## src/rtl/axi4_lite_slave_regs.sv

```systemverilog
// axi4_lite_slave_regs: AXI4-Lite responder over a bank of byte-strobed 32-bit registers.
// Out-of-range accesses are answered with SLVERR and leave the bank untouched.
module axi4_lite_slave_regs #(
    parameter int G_ADDR_WIDTH = 16,
    parameter int G_NB_REG     = 8
) (
    input  logic                      clk,
    input  logic                      rst_n,
    input  logic [G_ADDR_WIDTH-1:0]   s_axi_awaddr,
    input  logic                      s_axi_awvalid,
    output logic                      s_axi_awready,
    input  logic [31:0]               s_axi_wdata,
    input  logic [3:0]                s_axi_wstrb,
    input  logic                      s_axi_wvalid,
    output logic                      s_axi_wready,
    output logic [1:0]                s_axi_bresp,
    output logic                      s_axi_bvalid,
    input  logic                      s_axi_bready,
    input  logic [G_ADDR_WIDTH-1:0]   s_axi_araddr,
    input  logic                      s_axi_arvalid,
    output logic                      s_axi_arready,
    output logic [31:0]               s_axi_rdata,
    output logic [1:0]                s_axi_rresp,
    output logic                      s_axi_rvalid,
    input  logic                      s_axi_rready,
    output logic [32*G_NB_REG-1:0]    o_regs,
    output logic [G_NB_REG-1:0]       o_wr_pulse
);

    localparam int IW = G_ADDR_WIDTH - 2;
    localparam int RW = (G_NB_REG > 1) ? $clog2(G_NB_REG) : 1;

    typedef enum logic {W_IDLE, W_RESP} w_state_t;
    typedef enum logic {R_IDLE, R_DATA} r_state_t;

    w_state_t            r_wstate;
    r_state_t            r_rstate;
    logic                r_awready;
    logic                r_wready;
    logic                r_bvalid;
    logic [1:0]          r_bresp;
    logic                r_aw_got;
    logic                r_w_got;
    logic [IW-1:0]       r_aw_idx;
    logic [31:0]         r_wdata;
    logic [3:0]          r_wstrb;
    logic                r_arready;
    logic                r_rvalid;
    logic [1:0]          r_rresp;
    logic [31:0]         r_rdata;
    logic [31:0]         r_regs [G_NB_REG];
    logic [G_NB_REG-1:0] r_wr_pulse;

    logic                w_aw_hs;
    logic                w_w_hs;
    logic                w_ar_hs;
    logic                w_commit;
    logic [IW-1:0]       w_widx;
    logic [IW-1:0]       w_ridx;
    logic [RW-1:0]       w_wsel;
    logic [RW-1:0]       w_rsel;
    logic                w_wok;
    logic                w_rok;
    logic [31:0]         w_wd;
    logic [3:0]          w_ws;
    logic                w_unused;

    assign w_aw_hs  = s_axi_awvalid & r_awready;
    assign w_w_hs   = s_axi_wvalid & r_wready;
    assign w_ar_hs  = s_axi_arvalid & r_arready;
    // A channel arriving on the commit edge is used straight from the bus
    assign w_widx   = w_aw_hs ? s_axi_awaddr[G_ADDR_WIDTH-1:2] : r_aw_idx;
    assign w_wd     = w_w_hs ? s_axi_wdata : r_wdata;
    assign w_ws     = w_w_hs ? s_axi_wstrb : r_wstrb;
    assign w_commit = (r_wstate == W_IDLE) & (r_aw_got | w_aw_hs) & (r_w_got | w_w_hs);
    assign w_ridx   = s_axi_araddr[G_ADDR_WIDTH-1:2];
    assign w_wok    = w_widx < IW'(G_NB_REG);
    assign w_rok    = w_ridx < IW'(G_NB_REG);
    assign w_wsel   = w_widx[RW-1:0];
    assign w_rsel   = w_ridx[RW-1:0];
    assign w_unused = ^{s_axi_awaddr[1:0], s_axi_araddr[1:0]};

    always_ff @(posedge clk) begin
        if (!rst_n) begin
            r_wstate   <= W_IDLE;
            r_awready  <= 1'b0;
            r_wready   <= 1'b0;
            r_bvalid   <= 1'b0;
            r_bresp    <= 2'b00;
            r_aw_got   <= 1'b0;
            r_w_got    <= 1'b0;
            r_aw_idx   <= '0;
            r_wdata    <= '0;
            r_wstrb    <= '0;
            r_wr_pulse <= '0;
            for (int i = 0; i < G_NB_REG; i++) r_regs[i] <= '0;
        end else begin
            r_wr_pulse <= '0;
            if (r_wstate == W_IDLE) begin
                if (w_commit) begin
                    r_wstate  <= W_RESP;
                    r_awready <= 1'b0;
                    r_wready  <= 1'b0;
                    r_aw_got  <= 1'b0;
                    r_w_got   <= 1'b0;
                    r_bvalid  <= 1'b1;
                    r_bresp   <= w_wok ? 2'b00 : 2'b10;
                    if (w_wok) begin
                        r_wr_pulse[w_wsel] <= 1'b1;
                        for (int k = 0; k < 4; k++)
                            if (w_ws[k]) r_regs[w_wsel][8*k +: 8] <= w_wd[8*k +: 8];
                    end
                end else begin
                    r_awready <= ~(r_aw_got | w_aw_hs);
                    r_wready  <= ~(r_w_got | w_w_hs);
                    if (w_aw_hs) begin
                        r_aw_got <= 1'b1;
                        r_aw_idx <= s_axi_awaddr[G_ADDR_WIDTH-1:2];
                    end
                    if (w_w_hs) begin
                        r_w_got <= 1'b1;
                        r_wdata <= s_axi_wdata;
                        r_wstrb <= s_axi_wstrb;
                    end
                end
            end else if (s_axi_bready) begin
                r_wstate  <= W_IDLE;
                r_bvalid  <= 1'b0;
                r_awready <= 1'b1;
                r_wready  <= 1'b1;
            end
        end
    end

    always_ff @(posedge clk) begin
        if (!rst_n) begin
            r_rstate  <= R_IDLE;
            r_arready <= 1'b0;
            r_rvalid  <= 1'b0;
            r_rresp   <= 2'b00;
            r_rdata   <= '0;
        end else if (r_rstate == R_IDLE) begin
            r_arready <= ~w_ar_hs;
            if (w_ar_hs) begin
                r_rstate <= R_DATA;
                r_rvalid <= 1'b1;
                r_rdata  <= w_rok ? r_regs[w_rsel] : 32'h0;
                r_rresp  <= w_rok ? 2'b00 : 2'b10;
            end
        end else if (s_axi_rready) begin
            r_rstate  <= R_IDLE;
            r_rvalid  <= 1'b0;
            r_arready <= 1'b1;
        end
    end

    for (genvar g = 0; g < G_NB_REG; g++) begin : g_regs
        assign o_regs[32*g +: 32] = r_regs[g];
    end

    assign s_axi_awready = r_awready;
    assign s_axi_wready  = r_wready;
    assign s_axi_bvalid  = r_bvalid;
    assign s_axi_bresp   = r_bresp;
    assign s_axi_arready = r_arready;
    assign s_axi_rvalid  = r_rvalid;
    assign s_axi_rresp   = r_rresp;
    assign s_axi_rdata   = r_rdata;
    assign o_wr_pulse    = r_wr_pulse;

endmodule

```

## config.mk

```make
export PLATFORM = sky130hd
export DESIGN_NAME = axi4_lite_slave_regs
export DESIGN_NICKNAME = d
export VERILOG_FILES = /design/src/rtl/axi4_lite_slave_regs.sv
export SDC_FILE = /design/constraint.sdc
export NUM_CORES = 1
export LEC_CHECK = 0
export BUFFER_PORTS_ARGS = -buffer_cell sky130_fd_sc_hd__buf_2
export CAP_MARGIN = 20
export CORE_MARGIN = 5
export CORE_UTILIZATION = 54
export CTS_CLUSTER_SIZE = 12
export DETAILED_ROUTE_END_ITERATION = 6
export GPL_ROUTABILITY_DRIVEN = 1
export MAX_ROUTING_LAYER = met4
export PLACE_DENSITY_LB_ADDON = 0.25
export SYNTH_ARGS = -nofsm -noshare
export SYNTH_HDL_FRONTEND = slang
export SYNTH_SLANG_ARGS = --single-unit
```

## constraint.sdc

```tcl
create_clock -name clk -period 3.6 [get_ports clk]
set_input_delay 0.36 -clock clk [delete_from_list [all_inputs] [get_ports clk]]
set_output_delay 0.36 -clock clk [all_outputs]
set_load 0.01 [all_outputs]
```

==> impl_results.md <==
- Status: finished clean
- Die ar.: 32,800 µm²
- Pleak: 7.93 nW
- CP peak stage delay: 0.56 ns
- Syn_area_per_cell: 12.3 µm²
- Initial antenna violation count: 3
- CTS resizes: 0
- Crit end category: flip-flop
- GRT overflow: 0
- Fmax: 338 MHz
- Clock root cell: clkbuf_16
- Critical path buffer and inverter count: 2
- Layout Nets: 1,725
- Final std cells w/o fill: 2,064
- Ys flop type: edfxtp_1
- Critical Path AT: 3.16 ns
- Min-Delay Path Class: input port to flip-flop
- CP Cell Sequence: nand2_2, o41ai_4, buf_4, nand3_2, o31ai_1, buf_4
- Asr flop ratio synth: 0
- Overall Global Routing Usage: 0.307
- Maximum vdd drop: 0.334 mV
- First-pass GRT wire length: 75.7 mm
- CP startpoint kind: flip-flop
- Vias in the first global route: 12.4k
- Worst-path clk slew: 0.06 ns
- RSZ-0062 raised after global routing: false
- Final Util: 0.677
- Minimum clock period: 2.96 ns
- Multiplexer area fraction after synthesis: 0.136
- CTS H-tree lvls: 2
- # rows: 62
- Placed cell count: 1,993
- Share of cells above drive strength 1: 0.347
- Final wirelength: 50.0 mm
- Post-Syn Instances: 1,287
- Fraction of the mapped netlist area in simple logic gates: 0.160
- Cts bufs inserted: 38
- Core area: 28,800 µm²
- Post-synthesis sequential area ratio: 0.615
- # DRC: 0
- Cell family with most CP delay: compound AO/OA/AOI/OAI gates
- Compound-gate portion of the synthesized area: 0.0585
- Sum Neg Setup Slack: 0 ns
- Cell Area, Synth: 15,800 µm²
- Final setup viols: 0
- Final worst path period share: 0.821
- Max-Cap Viols: 0
- Final slew viol count: 0
- Drt first pass iters: 5
- Pwr/cell area: 485 nW/µm²
- Number of synthesized flops with an enable pin: 256
- Synth top area share: 0.487
- Drt wl/cell: 24.2 µm
- Worst Path Max Fanout: 23
- Slowest CP cell: dfxtp_1
- Vias per inst: 6.07
- Synth unique cells: 51
- Worst EP required: 3.81 ns
- DR iter-0 viols: 1,527
- Die width: 181 µm
- CP Class: flip-flop to flip-flop
- Area Growth Syn to Fin: 23.3%
- Final Hold Fails: 0
- Vias: 12.5k
- Boundary Pins: 380
- Die Y: 181 µm
- Largest net degree at the start of global routing: 57
- Clk_skew: 0.0141 ns
- Post-synthesis register bit count: 357
- Relative slew slack: 0.277
- Number of fill cells: 2,202
- Worst-Skew Late Latency: 0.52 ns
- Starting Density: 0.549
- I/O Buffers: 373
- Slew @ Worst Pin: 1.07 ns
- CTS tree: yes
- Cts hold-fix bufs: 0
- Final HPWL DP: 35.0 mm
- Largest family of logic cells by synthesized area: simple AND/OR/NAND/NOR gates
- Xor/xnor share of the synthesized area: 0
- Routability cong.: 0.868
- Post-CTS Setup Repair Bufs: 0
- Most used cell, CP: buf_4
- Adder-cell share of the synthesized area: 0
- Sink Count: 357
- Post-route antenna net violation count: 0
- Warnings, synthesis: 0
- Area contributors post-synth: edfxtp_1, dfxtp_1, mux4_2
- Yosys top cell by area: edfxtp_1
- CTS Buffer Depth: 3
-- path summary, 6_finish.rpt --
| path | depth (start not counted) | slack, ns | to | from |
|---|---|---|---|---|
| setup / recovery | 6 | 0.64 | r_regs[5][5] | s_axi_awready |
| hold / removal | 3 | 0.09 | r_wdata[18] | s_axi_wdata[18] |
| setup reg to reg | 6 | 0.64 | r_regs[5][5] | s_axi_awready |
| hold reg to reg | 2 | 0.45 | s_axi_rdata[17] | s_axi_rdata[17] |
-- power breakdown --
group,leakage [nW],switching (mW),internal (mW),total [mW]
Clock,0.585,1.54,2.21,3.76
Sequential,3.46,0.110,4.53,4.64
Combinational,3.88,0.685,0.366,1.05
-- cell families after synthesis --
group	Yosys count
AO/OA/AOI/OAI	153
buffers and inverters	112
flip-flops	357
multiplexers	133
other	1
AND/OR/NAND/NOR	531
-- registers in the layout, summed over array words and instances (netlist names) --
name,count
o_wr_pulse,8
r_aw_got,1
r_aw_idx,14
r_regs,256
r_rstate,1
r_w_got,1
r_wdata,32
r_wstate,1
r_wstrb,4
s_axi_arready,1
s_axi_awready,1
s_axi_bresp,1
s_axi_bvalid,1
s_axi_rdata,32
s_axi_rresp,1
s_axi_rvalid,1
s_axi_wready,1
-- cells in the final DEF, fill, tap and decap left out, drive strengths merged, types with 3 or more instances in the layout --
| master | n |
|---|---|
| or2 | 4 |
| nor3 | 39 |
| clkinv | 7 |
| o211ai | 3 |
| mux2 | 10 |
| nand3 | 10 |
| nand2 | 162 |
| clkbuf | 61 |
| and2 | 3 |
| o21a | 3 |
| mux2i | 59 |
| o41ai | 5 |
| edfxtp | 256 |
| nand2b | 7 |
| nor2 | 162 |
| o21ai | 66 |
| o31ai | 25 |
| dfxtp | 101 |
| nand4 | 29 |
| nor4 | 8 |
| buf | 433 |
| mux4 | 64 |
| a21oi | 42 |
| and3 | 99 |
-- area by class of cell --
type,instances,area (µm²),area share
diodes,2,5.00,0.000257
clock inverters,7,30.0,0.00154
clock buffers,61,1170,0.0599
flip-flops and latches,357,9710,0.499
repair buffers,433,2390,0.123
multi-input cells,819,5690,0.292
inverters,1,3.75,0.000193
well taps,384,480,0.0247
-- routing by layer --
layer | track usage | vias up | part of all wire
met1 | 0.411 | 6113 | 0.38
met5 | - | - | 0
met3 | 0.0529 | 120 | 0.10
met4 | 0.105 | 0 | 0.034
met2 | 0.484 | 787 | 0.48
li1 | - | 5501 | -
-- synth_stat cells, types with 2 or more instances --
cell type / n
buf_1: 11
clkbuf_1: 57
o31ai_1: 25
nand2b_1: 7
o211ai_1: 2
edfxtp_1: 256
nor4_2: 3
nor4_1: 4
and2_1: 3
nor3_1: 38
mux2i_1: 59
nand3b_1: 2
o41ai_1: 4
nand4b_1: 2
buf_2: 35
and3_1: 99
nand2_1: 161
mux4_2: 64
nand3_1: 9
dfxtp_1: 101
o2111ai_1: 2
o21ai_0: 66
clkbuf_2: 2
a21oi_1: 42
buf_4: 6
o21a_1: 3
nand4_1: 28
or2_2: 3
nor2_1: 162
mux2_2: 10
-- tightest hold or removal path: stages --
cell and delay (ns):
buf_2 0.10, nand2_1 0.05, a21oi_1 0.05
-- metrics by stage --
step / instance area (µm²) / hold WS, ns / setup WS [ns] / power (mW)
finish: 19500 / 0.0877 / 0.644 / 9.45
global route: 19500 / 0.0988 / 0.462 / 9.75
CTS: 19400 / 0.0770 / 0.696 / 9.46
detailed placement: 18200 / 0.437 / 0.716 / 5.76
global placement: 18200 / 0.427 / 0.758 / 5.73
floorplan: 15800 / 0.436 / 0.769 / 5.31
(Power assumes the default switching activity.)
